[src/rtl/result_writeback_packer.sv]
`default_nettype none
// ============================================================================
// Module   : result_writeback_packer
// Brief    : Requantizes 32-bit activated results to int8 and packs four per
//            little-endian word onto an addressed valid/ready write port.
// Revision : 1.0
// ============================================================================
module result_writeback_packer #(
    parameter int ADDR_W = 32,
    parameter int CNT_W  = 16
) (
    input  logic              clk,
    input  logic              rst_n,
    input  logic              start,
    input  logic [ADDR_W-1:0] base_addr,
    input  logic [CNT_W-1:0]  num_results,
    input  logic [4:0]        shift_amt,
    input  logic              in_valid,
    input  logic [31:0]       in_data,
    output logic              in_ready,
    output logic              wr_valid,
    input  logic              wr_ready,
    output logic [ADDR_W-1:0] wr_addr,
    output logic [31:0]       wr_data,
    output logic [3:0]        wr_strb,
    output logic              busy,
    output logic              done
);

    typedef enum logic [1:0] {
        S_IDLE  = 2'd0,
        S_RUN   = 2'd1,
        S_FLUSH = 2'd2,
        S_DONE  = 2'd3
    } state_t;

    state_t            state_q,    state_d;
    logic [ADDR_W-1:0] base_q,     base_d;
    logic [CNT_W-1:0]  remaining_q, remaining_d;
    logic [4:0]        shift_q,    shift_d;
    logic [1:0]        lane_q,     lane_d;
    logic [31:0]       pack_q,     pack_d;
    logic [CNT_W-1:0]  word_idx_q, word_idx_d;
    logic              wr_valid_q, wr_valid_d;
    logic [ADDR_W-1:0] wr_addr_q,  wr_addr_d;
    logic [31:0]       wr_data_q,  wr_data_d;
    logic [3:0]        wr_strb_q,  wr_strb_d;

    logic signed [32:0] rnd_add;
    logic signed [32:0] sum_ext;
    logic signed [32:0] shifted;
    logic [7:0]         q_byte;
    logic               last_result;
    logic               word_complete;
    logic               can_accept;
    logic               accept;
    logic               wr_fire;
    logic [31:0]        merged_data;
    logic [3:0]         merged_strb;

    // Round-half-up arithmetic shift; the 33-bit sum keeps the rounding add from wrapping.
    always_comb begin
        rnd_add = '0;
        if (shift_q != 5'd0) begin
            rnd_add = 33'sd1 <<< (shift_q - 5'd1);
        end
        sum_ext = $signed({in_data[31], in_data}) + rnd_add;
        shifted = sum_ext >>> shift_q;
        if (shifted > 33'sd127) begin
            q_byte = 8'h7F;
        end else if (shifted < -33'sd128) begin
            q_byte = 8'h80;
        end else begin
            q_byte = shifted[7:0];
        end
    end

    always_comb begin
        merged_data = pack_q;
        merged_strb = 4'b0000;
        for (int k = 0; k < 4; k++) begin
            if (lane_q == 2'(k)) begin
                merged_data[8*k +: 8] = q_byte;
            end
            merged_strb[k] = (lane_q >= 2'(k));
        end
    end

    assign last_result   = (remaining_q == CNT_W'(1));
    assign word_complete = last_result || (lane_q == 2'd3);
    // A word-completing accept needs the output register free (or freeing this cycle).
    assign can_accept    = (state_q == S_RUN) && (remaining_q != '0) &&
                           (!wr_valid_q || wr_ready || !word_complete);
    assign accept        = in_valid && can_accept;
    assign wr_fire       = wr_valid_q && wr_ready;

    always_comb begin
        state_d     = state_q;
        base_d      = base_q;
        remaining_d = remaining_q;
        shift_d     = shift_q;
        lane_d      = lane_q;
        pack_d      = pack_q;
        word_idx_d  = word_idx_q;
        wr_valid_d  = wr_valid_q && !wr_ready;
        wr_addr_d   = wr_addr_q;
        wr_data_d   = wr_data_q;
        wr_strb_d   = wr_strb_q;

        case (state_q)
            S_IDLE: begin
                if (start) begin
                    if (num_results != '0) begin
                        base_d      = base_addr;
                        remaining_d = num_results;
                        shift_d     = shift_amt;
                        lane_d      = 2'd0;
                        pack_d      = '0;
                        word_idx_d  = '0;
                        state_d     = S_RUN;
                    end else begin
                        state_d = S_DONE;
                    end
                end
            end
            S_RUN: begin
                if (accept) begin
                    remaining_d = remaining_q - CNT_W'(1);
                    if (word_complete) begin
                        wr_valid_d = 1'b1;
                        wr_data_d  = merged_data;
                        wr_strb_d  = merged_strb;
                        wr_addr_d  = base_q + (ADDR_W'(word_idx_q) << 2);
                        word_idx_d = word_idx_q + CNT_W'(1);
                        lane_d     = 2'd0;
                        pack_d     = '0;
                    end else begin
                        pack_d = merged_data;
                        lane_d = lane_q + 2'd1;
                    end
                    if (last_result) begin
                        state_d = S_FLUSH;
                    end
                end
            end
            S_FLUSH: begin
                if (wr_fire) begin
                    state_d = S_DONE;
                end
            end
            S_DONE: begin
                state_d = S_IDLE;
            end
            default: begin
                state_d = S_IDLE;
            end
        endcase
    end

    always_ff @(posedge clk or negedge rst_n) begin
        if (!rst_n) begin
            state_q     <= S_IDLE;
            base_q      <= '0;
            remaining_q <= '0;
            shift_q     <= '0;
            lane_q      <= '0;
            pack_q      <= '0;
            word_idx_q  <= '0;
            wr_valid_q  <= 1'b0;
            wr_addr_q   <= '0;
            wr_data_q   <= '0;
            wr_strb_q   <= '0;
        end else begin
            state_q     <= state_d;
            base_q      <= base_d;
            remaining_q <= remaining_d;
            shift_q     <= shift_d;
            lane_q      <= lane_d;
            pack_q      <= pack_d;
            word_idx_q  <= word_idx_d;
            wr_valid_q  <= wr_valid_d;
            wr_addr_q   <= wr_addr_d;
            wr_data_q   <= wr_data_d;
            wr_strb_q   <= wr_strb_d;
        end
    end

    assign in_ready = can_accept;
    assign wr_valid = wr_valid_q;
    assign wr_addr  = wr_addr_q;
    assign wr_data  = wr_data_q;
    assign wr_strb  = wr_strb_q;
    assign busy     = (state_q == S_RUN) || (state_q == S_FLUSH);
    assign done     = (state_q == S_DONE);

endmodule
`default_nettype wire

[config.mk]
export PLATFORM = sky130hd
export DESIGN_NAME = result_writeback_packer
export DESIGN_NICKNAME = d
export VERILOG_FILES = /design/src/rtl/result_writeback_packer.sv
export SDC_FILE = /design/constraint.sdc
export NUM_CORES = 1
export LEC_CHECK = 0
export ABC_AREA = 1
export ABC_CLOCK_PERIOD_IN_PS = 3870
export BUFFER_PORTS_ARGS = -buffer_cell sky130_fd_sc_hd__buf_2
export CAP_MARGIN = 20
export CORE_UTILIZATION = 54
export CTS_CLUSTER_SIZE = 30
export DETAILED_ROUTE_END_ITERATION = 10
export PLACE_DENSITY = 0.78
export SYNTH_ARGS = -nofsm -noshare
export SYNTH_HDL_FRONTEND = slang
export SYNTH_SLANG_ARGS = --single-unit
[constraint.sdc]
create_clock -name clk -period 3.87 [get_ports clk]
set_input_delay 0 -clock clk [delete_from_list [all_inputs] [get_ports clk]]
set_output_delay 0 -clock clk [all_outputs]
set_load 0.02 [all_outputs]
==> flow_metrics.tcl <==
set metrics [dict create \
    synth.largest_area_cell "dfrtp_1" \
    critPathLaunchType "flop" \
    synth_seq_cells 174 \
    vdd_drop_max_v 0.000562 \
    place_hpwl_um 33900 \
    arrival_ps 4810 \
    antenna_found_initial 1 \
    core_area_mm2 0.0253 \
    die_h_um 163 \
    rows 58 \
    synth_top_family_by_area "simple AND/OR/NAND/NOR gates" \
    port-buffer-count 161 \
    initial_utilization 0.554 \
    hold_violations 0 \
    synth_top_area_share 0.310 \
    drt-initial-drc-count 1759 \
    yosysUniqueCellTypes 48 \
    max_cap_violations 0 \
    end_kind "flop" \
    synth_xor_area_frac 0.0274 \
    wl_um 51400 \
    tightest_slew_ps 1210 \
    cts_buffer_depth 2 \
    clock-sinks 174 \
    h-tree-depth 4 \
    fin_ws_ps -611 \
    syn-num-nets 2339 \
    synth_edf_count 0 \
    fp.dieW_um 163 \
    grt_pass1_wl_um 75400 \
    synthFlopType "dfrtp_1" \
    routabilityCongestion 1.03 \
    synthMuxAreaShare 0.0184 \
    numCtsBuffers 17 \
    vias 16500 \
    synth-async-reset-ratio 1.00 \
    cts_tree "done" \
    p_per_area_mw_per_mm2 715 \
    cpMaxStageDelayCell "dfrtp_1" \
    design.die.area_mm2 0.0267 \
    grt_pass1_vias 15300 \
    synth_fa_ha_area_frac 0.0563 \
    synth_area_mm2 0.0140 \
    hp-class "in -> reg" \
    track_usage 0.358 \
    status "complete, but fails checks" \
    fmax_ghz 0.223 \
    synth_area_leaders "dfrtp_1 (31%), nand2_1 (20%), nand3_1 (12%)" \
    critPathMaxFanout 7 \
    grt_overflow_total 0 \
    comb_power_share 0.665 \
    grt_use_met1 0.444 \
    power_w 0.0142 \
    syn_to_final_growth_pct 41.1 \
    max_stage_delay_ps 410 \
    drive_above_1_share 0.345 \
    grt-busiest-layer "met2" \
    clock_skew_ps 14.1 \
    grt_start_max_net_pins 109 \
    wl_per_cell_um 17.9 \
    syn-instance-count 2187 \
    vias_per_cell 5.74 \
    dp_slack_ps -670 \
    p_clk_frac 0.130 \
    period_minus_slack_ps 4480 \
    synth-compound-area-share 0.0742 \
    yosysSeqAreaShare 0.310 \
    power.internal_w 0.00677 \
    setup_viol 49 \
    setup_tns_ps -26270 \
    nets 2676 \
    drv_slew 0 \
    slew_headroom 0.195 \
    postRouteAntennaNets 0 \
    drt_first_pass_iters 6 \
    synth-simple-area-share 0.417 \
    clkSlewWorstSetupHoldPaths_ps 80 \
    leakage_nw 10.4 \
    criticalPathCategory "reg -> reg" \
    fin_crit_sh 1.16 \
    p_sw_frac 0.522 \
    clkLatencyLatePin_ps 450 \
    use_met2 0.613 \
    io_pins 162 \
    rsz0062_at_grt "true" \
    yosysWarnings 0 \
    power_frac_seq 0.205 \
    switchingPower_w 0.00739 \
    worstPathRequired_ps 4200 \
    drc 0 \
    met3_usage 0.0556 \
    clockRootBuffer "clkbuf_16" \
    violations "setup timing" \
    syn_avg_cell_area_um2 6.42 \
]
==> registers in the layout, indices dropped and copies added (netlist names) <==
name,count
base_q,32
lane_q,2
pack_q,32
remaining_q,16
shift_q,5
state_q,2
word_idx_q,16
wr_addr,32
wr_data,32
wr_strb,4
wr_valid,1
==> worst paths after layout <==
path	from	to	slack (ps)	cells after the start
max	shift_q[3]$_DFFE_PN0P_	wr_data[6]$_DFFE_PN0P_	-610	31
min	start	state_q[0]$_DFFE_PN0P_	100	3
max reg2reg	shift_q[3]$_DFFE_PN0P_	wr_data[6]$_DFFE_PN0P_	-610	31
min reg2reg	wr_data[12]$_DFFE_PN0P_	wr_data[12]$_DFFE_PN0P_	470	2
max in group asynchronous	rst_n	base_q[22]$_DFFE_PN0P_	2280	5
min in group asynchronous	rst_n	wr_data[9]$_DFFE_PN0P_	480	3
==> metrics by stage <==
step / hold slack (ps) / std cells / utilization / area, um^2
6_report: 105 / 2868 / 0.782 / 19800
5_1_grt: 129 / 2868 / 0.782 / 19800
4_1_cts: 57.1 / 2842 / 0.714 / 18100
3_5_place_dp: 208 / 2737 / 0.632 / 16000
3_3_place_gp: 207 / 2737 / 0.632 / 16000
2_1_floorplan: -296 / 2187 / - / 14100
==> routing by layer <==
metal	share of wire	wire, um
met5	0	0
met4	0.049	2540
met3	0.077	3960
met2	0.49	25000
met1	0.39	19900
==> kinds of logic after synthesis <==
kind of cell | Yosys count
xor+xnor | 44
flops | 174
compound gates | 192
other cells | 1
buf+inv | 339
mux | 23
fa+ha+maj | 62
simple gates | 1352
==> placed cells by master (no fill, tap or decap), types with 5 or more instances in the layout <==
cell type      count
buf_4            153
xor2_1            25
buf_6             17
o21ai_1            6
nand2_4           39
ha_4              18
inv_2             27
nand3_1          193
clkinv_4           5
nand3_2          128
nor2_1           117
dlygate4sd3_1     56
a21oi_2            9
inv_1            229
nor2_4            26
nand2_1          588
buf_2            160
clkbuf_16         18
nor4_1             7
mux2_2            22
o21ai_0           82
nand4_1           20
ha_1              40
or2_2             28
nand2_2          113
nand3_4           30
a21oi_1           58
nand2_8            5
o211ai_1           6
nor3_1            14
a31oi_1            8
dfrtp_1          173
nor2_2            37
xnor2_1           13
==> cell usage after synthesis, types with 2 or more instances <==
cell,instances
nand2_1,734
nand3_1,329
inv_1,255
nor2_1,175
dfrtp_1,174
o21ai_0,88
a21oi_1,69
ha_1,60
clkbuf_1,37
or2_2,29
xor2_1,27
mux2_2,22
nand3_2,21
nand4_1,20
xnor2_1,17
nor3_1,16
buf_1,15
buf_2,15
nand2_2,10
a31oi_1,8
nor4_1,7
o211ai_1,6
clkinv_1,5
buf_4,4
nor2_2,4
o221ai_1,4
a211oi_1,3
inv_2,3
nand3b_1,3
o22ai_1,3
buf_6,2
clkbuf_4,2
fa_1,2
o21ai_1,2
o21bai_1,2
o31ai_1,2
==> power by group through the flow <==
stage | logic (W) | registers, W | clock network [W]
5_1_grt | 0.0101 | 0.00296 | 0.00191
4_1_cts | 0.00786 | 0.00287 | 0.00183
3_3_place_gp | 0.00711 | 0.00287 | 0
6_report | 0.00941 | 0.00290 | 0.00184
2_1_floorplan | 0.00478 | 0.00306 | 0
3_5_place_dp | 0.00721 | 0.00289 | 0
==> critical path: cells and delay by family (launching register included) <==
kind | cells | cell delay [ps]
and+or+nand+nor | 21 | 2450
buffers and inverters | 9 | 1230
DFF | 1 | 410
adders and majority gates | 1 | 220
==> final cells by class <==
cell class | count | area [um^2]
Clock buffer | 17 | 425
Timing Repair inverter | 1 | 7.51
Antenna cell | 1 | 2.50
Tap cell | 330 | 413
Timing Repair Buffer | 393 | 2860
Sequential cell | 174 | 4360
Inverter | 263 | 1000
Multi-Input combinational cell | 1674 | 10500
Fill cell | 1678 | 5520
Clock inverter | 15 | 193
==> repair_timing <==
action	in CTS	in global routing
hold endpoints to repair	161	9
setup endpoints to repair	49	50
resized for setup	187	355
gates cloned	2	1
pin swaps	19	147
buffers inserted	16	22
hold buffers	55	1
Power figures use the tool's default switching activity.
